[config.mk]
export PLATFORM = sky130hd
export DESIGN_NAME = fifo_rd_packer
export DESIGN_NICKNAME = d
export VERILOG_FILES = /design/src/rtl/fifo_pkg.sv /design/src/rtl/fifo_out_reg_slice.sv /design/src/rtl/fifo_rd_packer.sv
export SDC_FILE = /design/constraint.sdc
export NUM_CORES = 1
export LEC_CHECK = 0
export BUFFER_PORTS_ARGS = -buffer_cell sky130_fd_sc_hd__buf_2
export CELL_PAD_IN_SITES_DETAIL_PLACEMENT = 1
export CELL_PAD_IN_SITES_GLOBAL_PLACEMENT = 2
export CORE_MARGIN = 2
export CORE_UTILIZATION = 39
export CTS_CLUSTER_SIZE = 40
export DETAILED_ROUTE_END_ITERATION = 12
export PLACE_DENSITY_LB_ADDON = 0.1
export SYNTH_ARGS = -nofsm -noshare
export SYNTH_HDL_FRONTEND = slang
export SYNTH_HIERARCHICAL = 1
export SYNTH_SLANG_ARGS = --single-unit
[constraint.sdc]
create_clock -name rd_clk -period 4.4 [get_ports rd_clk]
set_input_delay 0.44 -clock rd_clk [delete_from_list [all_inputs] [get_ports rd_clk]]
set_output_delay 0.44 -clock rd_clk [all_outputs]
set_load 0.05 [all_outputs]
[src/rtl/fifo_pkg.sv]
// Shared types for the FIFO read-side packer.
// FSM encoding, default widths and the lane-count width helper.
package fifo_pkg;

  typedef enum logic {
    FILL = 1'b0,
    HOLD = 1'b1
  } state_e;

  localparam int DEF_DATA_WIDTH = 8;
  localparam int DEF_PACK_RATIO = 4;

  function automatic int cnt_w(input int n);
    return $clog2(n + 1);
  endfunction

endpackage

[src/rtl/fifo_out_reg_slice.sv]
// One-entry valid/ready register for the packed word and its keep mask.
// Holds data stable while stalled; accepts a new word as the old one leaves.
module fifo_out_reg_slice
  import fifo_pkg::*;
#(
  parameter int W = DEF_DATA_WIDTH * DEF_PACK_RATIO,
  parameter int K = DEF_PACK_RATIO
) (
  input  logic         clk,
  input  logic         rst_n,
  input  logic         in_valid,
  output logic         in_ready,
  input  logic [W-1:0] in_data,
  input  logic [K-1:0] in_keep,
  output logic         out_valid,
  input  logic         out_ready,
  output logic [W-1:0] out_data,
  output logic [K-1:0] out_keep
);

  logic         valid_q, valid_d;
  logic [W-1:0] data_q, data_d;
  logic [K-1:0] keep_q, keep_d;

  assign in_ready = !valid_q || out_ready;

  always_comb begin
    valid_d = valid_q;
    data_d  = data_q;
    keep_d  = keep_q;
    if (in_valid && in_ready) begin
      valid_d = 1'b1;
      data_d  = in_data;
      keep_d  = in_keep;
    end else if (out_ready) begin
      valid_d = 1'b0;
    end
  end

  always_ff @(posedge clk or negedge rst_n) begin
    if (!rst_n) begin
      valid_q <= 1'b0;
      data_q  <= '0;
      keep_q  <= '0;
    end else begin
      valid_q <= valid_d;
      data_q  <= data_d;
      keep_q  <= keep_d;
    end
  end

  assign out_valid = valid_q;
  assign out_data  = data_q;
  assign out_keep  = keep_q;

endmodule

[src/rtl/fifo_rd_packer.sv]
// Pops FIFO entries and packs PACK_RATIO of them into one valid/ready word.
// Optional idle auto-flush: define FIFO_RD_PACKER_TIMEOUT_EN.
module fifo_rd_packer
  import fifo_pkg::*;
#(
  parameter int DATA_WIDTH     = DEF_DATA_WIDTH,
  parameter int PACK_RATIO     = DEF_PACK_RATIO,
  parameter int TIMEOUT_CYCLES = 16
) (
  input  logic                             rd_clk,
  input  logic                             rd_rst_n,
  input  logic                             fifo_empty,
  input  logic [DATA_WIDTH-1:0]            fifo_data,
  output logic                             fifo_rd_en,
  input  logic                             flush,
  output logic                             out_valid,
  input  logic                             out_ready,
  output logic [DATA_WIDTH*PACK_RATIO-1:0] out_data,
  output logic [PACK_RATIO-1:0]            out_keep,
  output logic                             busy
);

  localparam int CW = cnt_w(PACK_RATIO);
  localparam int OW = DATA_WIDTH * PACK_RATIO;
  localparam logic [CW-1:0] FULL = CW'(PACK_RATIO);

  if (PACK_RATIO < 2) begin : g_bad_ratio
    $error("PACK_RATIO must be >= 2");
  end
  if (TIMEOUT_CYCLES < 1) begin : g_bad_timeout
    $error("TIMEOUT_CYCLES must be >= 1");
  end

  state_e          state_q, state_d;
  logic [CW-1:0]   count_q, count_d, cnt_pop;
  logic [OW-1:0]   lanes_q, lanes_d, lanes_pop;
  logic [PACK_RATIO-1:0] keep_w;
  logic            pop, flush_req, xfer_req, xfer;
  logic            slot_ready;

`ifdef FIFO_RD_PACKER_TIMEOUT_EN
  localparam int IW = $clog2(TIMEOUT_CYCLES + 1);
  localparam logic [IW-1:0] TO_MAX = IW'(TIMEOUT_CYCLES);

  logic [IW-1:0] idle_q, idle_d;
  logic          to_flush;

  assign to_flush  = (count_q != '0) && (idle_q == TO_MAX);
  assign flush_req = flush || to_flush;

  always_comb begin
    idle_d = idle_q;
    if (pop || count_q == '0) begin
      idle_d = '0;
    end else if (idle_q != TO_MAX) begin
      idle_d = idle_q + 1'b1;
    end
  end

  always_ff @(posedge rd_clk or negedge rd_rst_n) begin
    if (!rd_rst_n) idle_q <= '0;
    else           idle_q <= idle_d;
  end
`else
  assign flush_req = flush;
`endif

  always_ff @(posedge rd_clk or negedge rd_rst_n) begin
    if (!rd_rst_n) state_q <= FILL;
    else           state_q <= state_d;
  end

  always_comb begin
    state_d = state_q;
    unique case (state_q)
      FILL: if (xfer_req && !xfer) state_d = HOLD;
      HOLD: if (xfer) state_d = FILL;
      default: state_d = FILL;
    endcase
  end

  // A flush may coincide with a pop; the popped entry rides along.
  always_comb begin
    pop = rd_rst_n && (state_q == FILL)
       && !fifo_empty && (count_q < FULL);
    xfer_req = (state_q == HOLD) || (count_q == FULL)
            || (flush_req && cnt_pop != '0);
    xfer = xfer_req && slot_ready;
  end

  always_comb begin
    cnt_pop   = count_q + CW'(pop);
    lanes_pop = lanes_q;
    keep_w    = '0;
    for (int i = 0; i < PACK_RATIO; i++) begin
      if (pop && count_q == CW'(i)) begin
        lanes_pop[i*DATA_WIDTH +: DATA_WIDTH] = fifo_data;
      end
      keep_w[i] = (CW'(i) < cnt_pop);
    end
    count_d = xfer ? '0 : cnt_pop;
    lanes_d = xfer ? '0 : lanes_pop;
  end

  always_ff @(posedge rd_clk or negedge rd_rst_n) begin
    if (!rd_rst_n) begin
      count_q <= '0;
      lanes_q <= '0;
    end else begin
      count_q <= count_d;
      lanes_q <= lanes_d;
    end
  end

  fifo_out_reg_slice #(
    .W (OW),
    .K (PACK_RATIO)
  ) u_slice (
    .clk       (rd_clk),
    .rst_n     (rd_rst_n),
    .in_valid  (xfer),
    .in_ready  (slot_ready),
    .in_data   (lanes_pop),
    .in_keep   (keep_w),
    .out_valid (out_valid),
    .out_ready (out_ready),
    .out_data  (out_data),
    .out_keep  (out_keep)
  );

  assign fifo_rd_en = pop;
  assign busy = (count_q != '0) || (state_q == HOLD) || out_valid;

endmodule

**After elaboration in Yosys (flattened, before gate mapping)**

Index checks and enable logic that the tools add are counted.

- ROM bits: 0
- Memories kept: 0
- RAM bits: 0
- Output and inout bits: 39
- Latch bits: 0
- Flip-flop bits (word level): 73
- Bits of input ports: 13
- Logic and storage cells: 51

- Muxes and demuxes: 11
- Eq/ne operators: 4
- Bitwise logic cells: 1
- Shifts and indexed selects: 0
- Magnitude comparators: 5
- Add/subtract/negate cells: 1
- $mul: 0
- Divide/modulo/power cells: 0
- Reductions and logical operators: 23

Operator list:

| operator | count |
|---|---|
| $mux W32 | 1 |
| $mux W8 | 4 |
| $logic_and A1 B1 Y1 | 11 |
| $eq A3 B2 Y1 const B | 2 |
| $lt A1 B3 Y1 const A | 2 |
| $lt A2 B3 Y1 const A | 2 |
| $reduce_bool A3 Y1 | 2 |
| $logic_or A1 B1 Y1 | 5 |
| $mux W1 | 4 |
| $add A3 B1 Y3 | 1 |
| $eq A3 B1 Y1 const B | 1 |
| $eq A3 B3 Y1 const B | 1 |
| $logic_not A1 Y1 | 3 |
| $logic_not A3 Y1 | 1 |
| $lt A3 B3 Y1 const B | 1 |
| $mux W3 | 1 |
| $pmux W1 S2 | 1 |
| $reduce_bool A2 Y1 | 1 |
| $not A1 Y1 | 1 |

**Longest topological paths before layout**

Gate-level depths: netlist of run 1.

- Word-level depth: 13
- Gate-level depth with buffers: 12
- Depth with buffers taken out: 9

**Modules after synthesis**

The synthesis of run 1 kept the hierarchy.

By module, submodules not included:

| module | cells each | area an instance (sq um) | times used | sequential area each (sq um) |
|---|---|---|---|---|
| fifo_rd_packer | 211 | 2125.8 | 1 | 900.9 |
| fifo_out_reg_slice | 79 | 1508.9 | 1 | 925.9 |

**Worst setup path after synthesis of run 1**

No wires, ideal clock.

- Kind: register -> register
- From: reg count_q[2]
- To: reg u_slice.data_q[0] (netlist: u_slice/out_data[0])
- Data arrival time: 3.070 ns
- Required time: 4.275 ns
- Cell stages (with the launch flop): 12
- Path buffers: 3
- Setup time: 0.125 ns
- Period minus slack after synthesis: 3.195 ns
- Slack: 1.205 ns
- Path through: dfrtp_1 > or4b_4 > clkinv_4 > buf_6 > ha_1 > ha_1 > o311a_1 > buf_2 > or2_2 > nand2_4 > buf_6 > mux2_4

- Longest elaborated chain between the ends: 8
- Elaborated cells between the ends (all ways): 13
- Those cells by class: 1 x add/sub; 1 x order compare; 1 x eq/ne; 1 x mux; 9 x reduce/logical

Ends and longest elaborated chain:

| what | RTL line | RTL |
|---|---|---|
| start, declared | fifo_rd_packer.sv:35 | `logic [CW-1:0] count_q, count_d, cnt_pop;` |
| start signal, assigned | fifo_rd_packer.sv:110 | `count_q <= count_d;` |
| $lt A3 B3 Y1 | fifo_rd_packer.sv:85 | `&& !fifo_empty && (count_q < FULL);` |
| $logic_and A1 B1 Y1 | fifo_rd_packer.sv:85 |  |
| named net fifo_rd_en | fifo_rd_packer.sv:14 | `output logic fifo_rd_en,` |
| $add A3 B1 Y3 | fifo_rd_packer.sv:92 | `cnt_pop = count_q + CW'(pop);` |
| $reduce_bool A3 Y1 | fifo_rd_packer.sv:87 | `\|\| (flush_req && cnt_pop != '0);` |
| $logic_and A1 B1 Y1 | fifo_rd_packer.sv:87 |  |
| $logic_or A1 B1 Y1 | fifo_rd_packer.sv:87 |  |
| $logic_and A1 B1 Y1 | fifo_rd_packer.sv:88 | `xfer = xfer_req && slot_ready;` |
| named net xfer | fifo_rd_packer.sv:38 | `logic pop, flush_req, xfer_req, xfer;` |
| $logic_and A1 B1 Y1 | fifo_out_reg_slice.sv:31 | `if (in_valid && in_ready) begin` |
| end signal, assigned | fifo_out_reg_slice.sv:47 | `data_q <= data_d;` |
| end, declared | fifo_out_reg_slice.sv:22 | `logic [W-1:0] data_q, data_d;` |

The timed path passes the listed nets, and every way through them passes these cells.
A chain may end at the register's enable or synchronous reset.

**Worst setup path after layout of run 1**

- From: reg count_q[2]
- To: reg u_slice.data_q[28] (netlist: u_slice/out_data[28])

- Longest elaborated chain between the ends: 8
- Elaborated cells between the ends (all ways): 13
- Those cells by class: 1 x add/sub; 1 x order compare; 2 x eq/ne; 1 x mux; 8 x reduce/logical

Ends and longest elaborated chain:

| what | RTL line |
|---|---|
| $lt A3 B3 Y1 | fifo_rd_packer.sv:85 |
| $logic_and A1 B1 Y1 | fifo_rd_packer.sv:85 |
| $add A3 B1 Y3 | fifo_rd_packer.sv:92 |
| $reduce_bool A3 Y1 | fifo_rd_packer.sv:87 |
| $logic_and A1 B1 Y1 | fifo_rd_packer.sv:87 |
| $logic_or A1 B1 Y1 * | fifo_rd_packer.sv:87 |
| $logic_and A1 B1 Y1 * | fifo_rd_packer.sv:88 |
| named net xfer | fifo_rd_packer.sv:38 |
| $logic_and A1 B1 Y1 * | fifo_out_reg_slice.sv:31 |

Mark *: on every way through the listed nets, which the timed path passes. The rest lies on a longest branch.

==> flow_summary.json, run 1 <==
{
  "setup_viol": 0,
  "mostFrequentLayoutCell": "dfrtp_1",
  "post_cts_resized": 0,
  "cts_tree": "built",
  "drive_gt1_share_pct": 47.0,
  "p_per_area_nw_per_um2": 753,
  "cp_common_cell": "ha_1",
  "grt_pass1_vias": 2447,
  "core-area_um2": 9150,
  "ys_warn_count": 6,
  "nets": 349,
  "yosysUniqueCellTypes": 34,
  "cp.depth": 8,
  "start_util_pct": 39.7,
  "rows": 35,
  "drt-initial-drc-count": 126,
  "relSlewSlack_pct": 36.6,
  "worstMarginPinSlew_ns": 0.951,
  "final_area_um2": 4080,
  "grt_use_total_pct": 18.1,
  "grt_max_degree": 74,
  "r2r-start": "count_q[2]",
  "gp_congestion": 0.694,
  "rrSetupSlack_ns": 0.55,
  "finClkSkew_ns": 0.00808,
  "diodes": 0,
  "p_leak_uw": 0.00212,
  "critPathLaunchType": "register",
  "placed_area_um2": 3920,
  "grt_antenna_before_repair": 0,
  "dieWidth_um": 101,
  "critPathTopFamily": "simple AND/OR/NAND/NOR gates",
  "syn_inst": 290,
  "combPwrFrac_pct": 52.4,
  "avgSynthCellArea_um2": 12.5,
  "reg2regPathDepth": 8,
  "clock_power_share_pct": 15.0,
  "vias": 2362,
  "cap_violations": 0,
  "cts_setup_buffers": 0,
  "portBuffers": 51,
  "status": "finished clean",
  "yosysSeqAreaShare_pct": 50.3,
  "hold_buffers": 0,
  "setup_tns_ns": 0,
  "root_buffer": "clkbuf_8",
  "crit_path_max_incr_delay_ns": 0.78,
  "overflow": 0,
  "endpoint_kind": "register",
  "p_total_uw": 3070,
  "rsz0062_at_grt": "no",
  "fin_crit_sh_pct": 87.5,
  "die_height_um": 101,
  "wl_um": 8360,
  "syn_to_final_growth_pct": 12.2,
  "synth-seq-cells": 73,
  "crit_path_max_fanout": 36,
  "seqPwrFrac_pct": 32.5,
  "power.switching_uw": 1430,
  "synth.net_count": 305,
  "maxClockFrequency_mhz": 260,
  "finalHoldViolCount": 0,
  "dp_cells": 434,
  "drc": 0,
  "crit_slowest_cell": "or4b_4",
  "cp_cell_sequence": "or4b_4, clkinv_4, ha_1, ha_1, o311a_2, or2_2, nand2_4, mux2_2",
  "r2r_end": "u_slice/out_data[28]",
  "crit_type": "register to register",
  "post-route-min-period_ns": 3.85,
  "h-tree-depth": 3,
  "ant_nets": 0,
  "hold_class": "input pin to async pin",
  "clock_latency_ns": 0.34,
  "clock_sinks": 73,
  "cts-buffers-inserted": 9,
  "clockBufferDepth": 2,
  "final_cell_mix": "73 x dfrtp_1, 51 x buf_2, 35 x nand2_1",
  "required_ns": 4.63,
  "worst_ep_arrival_time_ns": 4.08,
  "p_int_uw": 1640,
  "clk_pin_slew_ns": 0.08,
  "die-area_um2": 10100,
  "dr.pass1.iters": 4,
  "grt_first_pass_wirelength_um": 13900,
  "wl_per_cell_um": 18.6,
  "report.final.slew_viol_count": 0,
  "instances_no_fill": 449,
  "vias_per_cell": 5.26,
  "final.fill_count": 1000,
  "detailed_place_hpwl_um": 5200,
  "ir_worst_vdd_mv": 0.528,
  "boundaryPins": 52,
  "path_buf_inv": 1,
  "netlist_area_um2": 3630,
  "p_sw_share_pct": 46.6
}
worst max-delay path by stage:
stage | start | endpoint | slack [ns]
after floorplan | count_q[2] | u_slice/out_data[0] | 1.21
after global placement | rd_rst_n | u_slice/out_data[30] | 0.54
after detailed placement | rd_rst_n | u_slice/out_data[31] | 0.47
after CTS | count_q[2] | u_slice/out_data[31] | 0.55
after global routing | count_q[2] | u_slice/out_data[27] | 0.33
final | count_q[2] | u_slice/out_data[28] | 0.55
sequential cells by signal (all words and copies together) (netlist names), named ones only:
| signal | flops |
|---|---|
| count_q | 3 |
| u_slice/out_data | 32 |
| lanes_q | 32 |
| u_slice/out_valid | 1 |
| u_slice/out_keep | 4 |
metal layers:
metal	wire (um)	vias up	track usage [%]
met3	197	11	2.70
met5	0	-	0
met2	3670	38	26.8
met1	4350	1184	26.5
li1	-	1129	-
met4	148	0	7.59
cell usage after synthesis:
cell	number	area [um2]
a211oi_1	3	22.5
a211oi_2	29	363
a21oi_1	1	5.00
and2_0	1	6.26
buf_2	11	55.1
buf_6	6	67.6
clkbuf_1	4	15.0
clkinv_4	1	8.76
dfrtp_1	73	1830
ha_1	2	25.0
inv_1	1	3.75
mux2_2	6	67.6
mux2_4	30	450
nand2_1	35	131
nand2_4	1	11.3
nand2b_1	3	18.8
nand2b_4	1	13.8
nand3_1	13	65.1
nand3_2	19	190
nor2_1	2	7.51
nor2b_1	2	12.5
nor3_1	1	5.00
nor3b_1	3	22.5
o21a_1	1	7.51
o21ai_0	1	5.00
o21ai_1	31	155
o311a_1	1	10.0
o31ai_1	1	7.51
or2_1	1	6.26
or2_2	2	12.5
or3_1	1	6.26
or4_1	1	7.51
or4b_4	1	13.8
xor2_1	1	8.76
per-stage QoR:
step                      utilization, %  hold slack [ns]  worst slack (ns)
final                               44.6            0.373             0.552
after detailed placement            42.8            0.489             0.471
after global routing                44.6            0.397             0.335
after global placement              42.8            0.484             0.542
after floorplan                        -            0.144              1.21
after CTS                           44.6            0.360             0.555
kinds of logic after synthesis:
kind of cell | synth area share (%)
xor+xnor | 0.241
simple gates | 14.6
fa+ha+maj | 0.688
mux | 14.3
compound gates | 15.8
flops | 50.3
buf+inv | 4.13
cell type report:
type	instances	area, um2	area share [%]
Sequential cell	73	1830	44.8
Multi-Input combinational cell	194	1660	40.7
Timing Repair Buffer	54	278	6.81
Clock buffer	12	145	3.56
Tap cell	111	139	3.40
Clock inverter	3	17.5	0.429
Inverter	2	12.5	0.307
power groups by stage:
stage          Clock, uW  Sequential [uW]  Combinational, uW
2_1_floorplan          0             1470                871
3_5_place_dp           0             1020               1620
5_1_grt              510             1030               1720
6_report             461             1000               1610
3_3_place_gp           0             1010               1610
4_1_cts              481             1010               1630
No activity file was read; power rests on OpenSTA's default activity.
==> run 2: changes to the inputs <==
--- a/config.mk
+++ b/config.mk
@@ -6,6 +6,7 @@
 export NUM_CORES = 1
 export LEC_CHECK = 0
 export BUFFER_PORTS_ARGS = -buffer_cell sky130_fd_sc_hd__buf_2
+export CAP_MARGIN = 5
 export CELL_PAD_IN_SITES_DETAIL_PLACEMENT = 1
 export CELL_PAD_IN_SITES_GLOBAL_PLACEMENT = 2
 export CORE_MARGIN = 2
@@ -13,6 +14,7 @@
 export CTS_CLUSTER_SIZE = 40
 export DETAILED_ROUTE_END_ITERATION = 12
 export PLACE_DENSITY_LB_ADDON = 0.1
+export RECOVER_POWER = 25
 export SYNTH_ARGS = -nofsm -noshare
 export SYNTH_HDL_FRONTEND = slang
 export SYNTH_HIERARCHICAL = 1
==> run 2 against run 1 <==
  * The run now ends with capacitance limit, slew limit left
  * Worst setup slack about the same
  * Cell area hardly changed
  * Sequential cell count unchanged
  * Worst hold slack better by 0.0051 ns
  * Via count hardly changed
  * Die area unchanged
  * Maximum frequency about the same
  * Highest routed layer unchanged
  * Register-to-register slack about the same
  * Sequential share of layout area barely moved
==> flow_summary.json, run 2 (same netlist as run 1, synthesis figures left out) <==
{
  "hold_class": "input pin to register",
  "final_util_pct": 44.5,
  "rsz0062_at_grt": "no",
  "violations": "capacitance limit, slew limit",
  "clk_pin_slew_ns": 0.08,
  "portBuffers": 51,
  "grt_use_total_pct": 18.1,
  "post-route-min-period_ns": 3.85,
  "vias_per_cell": 5.26,
  "start_util_pct": 39.7,
  "ir_worst_vdd_mv": 0.528,
  "clockBufferDepth": 2,
  "wl_um": 8360,
  "finClkSkew_ns": 0.00810,
  "worst_ep_arrival_time_ns": 4.08,
  "p_leak_uw": 0.00212,
  "boundaryPins": 52,
  "crit_path_max_fanout": 36,
  "p_total_uw": 3070,
  "root_buffer": "clkbuf_8",
  "cap_violations": 1,
  "combPwrFrac_pct": 52.4,
  "fin_crit_sh_pct": 87.5,
  "clock_latency_ns": 0.34,
  "grt_first_pass_wirelength_um": 13900,
  "drive_gt1_share_pct": 46.7,
  "diodes": 0,
  "grt_max_degree": 74,
  "dieWidth_um": 101,
  "worstMarginPinSlew_ns": 1.86,
  "relSlewSlack_pct": -23.7,
  "power.switching_uw": 1430,
  "ant_nets": 0,
  "drc": 0,
  "p_int_uw": 1640,
  "die_height_um": 101,
  "setup_viol": 0,
  "post-place-ws_ns": 0.471,
  "h-tree-depth": 3,
  "mostFrequentLayoutCell": "dfrtp_1",
  "clock_power_share_pct": 15.0,
  "drt-initial-drc-count": 126,
  "p_per_area_nw_per_um2": 754,
  "wl_per_cell_um": 18.6,
  "setup_tns_ns": 0,
  "cts_setup_buffers": 0,
  "overflow": 0,
  "report.final.slew_viol_count": 74,
  "grt_pass1_vias": 2447,
  "nets": 349,
  "seqPwrFrac_pct": 32.5,
  "rows": 35,
  "cts-buffers-inserted": 9,
  "critPathLaunchType": "register",
  "final.fill_count": 1001,
  "syn_to_final_growth_pct": 12.1,
  "detailed_place_hpwl_um": 5200,
  "clock_sinks": 73,
  "endpoint_kind": "register",
  "core-area_um2": 9150,
  "gp_congestion": 0.694,
  "hold_buffers": 0,
  "vias": 2361,
  "status": "finished with violations",
  "grt_antenna_before_repair": 0,
  "finalHoldViolCount": 0,
  "maxClockFrequency_mhz": 260,
  "p_sw_share_pct": 46.6,
  "crit_type": "register to register",
  "final_cell_mix": "73 x dfrtp_1, 50 x buf_2, 35 x nand2_1",
  "required_ns": 4.63,
  "dr.pass1.iters": 4,
  "post_cts_resized": 0,
  "cts_tree": "built",
  "die-area_um2": 10100,
  "setup_slack_ns": 0.552
}
[run 2: cell count changes in the layout (fill, tap and decap cells not counted), sizes merged]
| cell | before | now |
|---|---|---|
| buf | 54 | 52 |
| clkbuf | 12 | 14 |
[run 2: final cells by class]
type / count / area (um2) / area share, %
Clock inverter: 3 / 17.5 / 0.430
Inverter: 2 / 12.5 / 0.307
Timing Repair Buffer: 54 / 274 / 6.72
Multi-Input combinational cell: 194 / 1660 / 40.7
Tap cell: 111 / 139 / 3.41
Sequential cell: 73 / 1830 / 44.8
Clock buffer: 12 / 145 / 3.56
[run 2: final timing paths]
check                                       end  cells after the start                 start  slack (ns)
max                        u_slice/out_data[28]                      8            count_q[2]        0.55
min                                    register                      3                 flush        0.38
max reg2reg                u_slice/out_data[28]                      8            count_q[2]        0.55
min reg2reg                u_slice/out_data[30]                      1  u_slice/out_data[30]        0.51
max in group asynchronous           lanes_q[16]                      2              rd_rst_n        2.48
min in group asynchronous  u_slice/out_data[10]                      2              rd_rst_n        0.81
[run 2: critical path, stage by stage (launching register included)]
cell      delay [ns]
dfrtp_1         0.43
or4b_4          0.78
clkinv_4        0.35
ha_1            0.21
ha_1            0.28
o311a_2         0.40
or2_2           0.32
nand2_4         0.49
mux2_2          0.41
[run 2: metrics by stage]
step	hold slack, ns	cell area [um2]	cells
floorplan	0.144	3630	290
global placement	0.484	3920	434
detailed placement	0.489	3920	434
CTS	0.360	4080	449
global route	0.397	4080	449
finish	0.379	4080	449
[run 2: power by group through the flow]
stage | sequential (uW) | combinational, uW | clock [uW]
3_3_place_gp | 1010 | 1610 | 0
4_1_cts | 1010 | 1630 | 481
2_1_floorplan | 1470 | 871 | 0
5_1_grt | 1030 | 1720 | 510
6_report | 1000 | 1610 | 461
3_5_place_dp | 1020 | 1620 | 0
[run 2: layer usage]
| layer | wire length (um) | track usage [%] | up-vias |
|---|---|---|---|
| li1 | - | - | 1129 |
| met1 | 4350 | 26.5 | 1183 |
| met2 | 3670 | 26.8 | 38 |
| met3 | 196 | 2.70 | 11 |
| met4 | 148 | 7.59 | 0 |
| met5 | 0 | 0 | - |
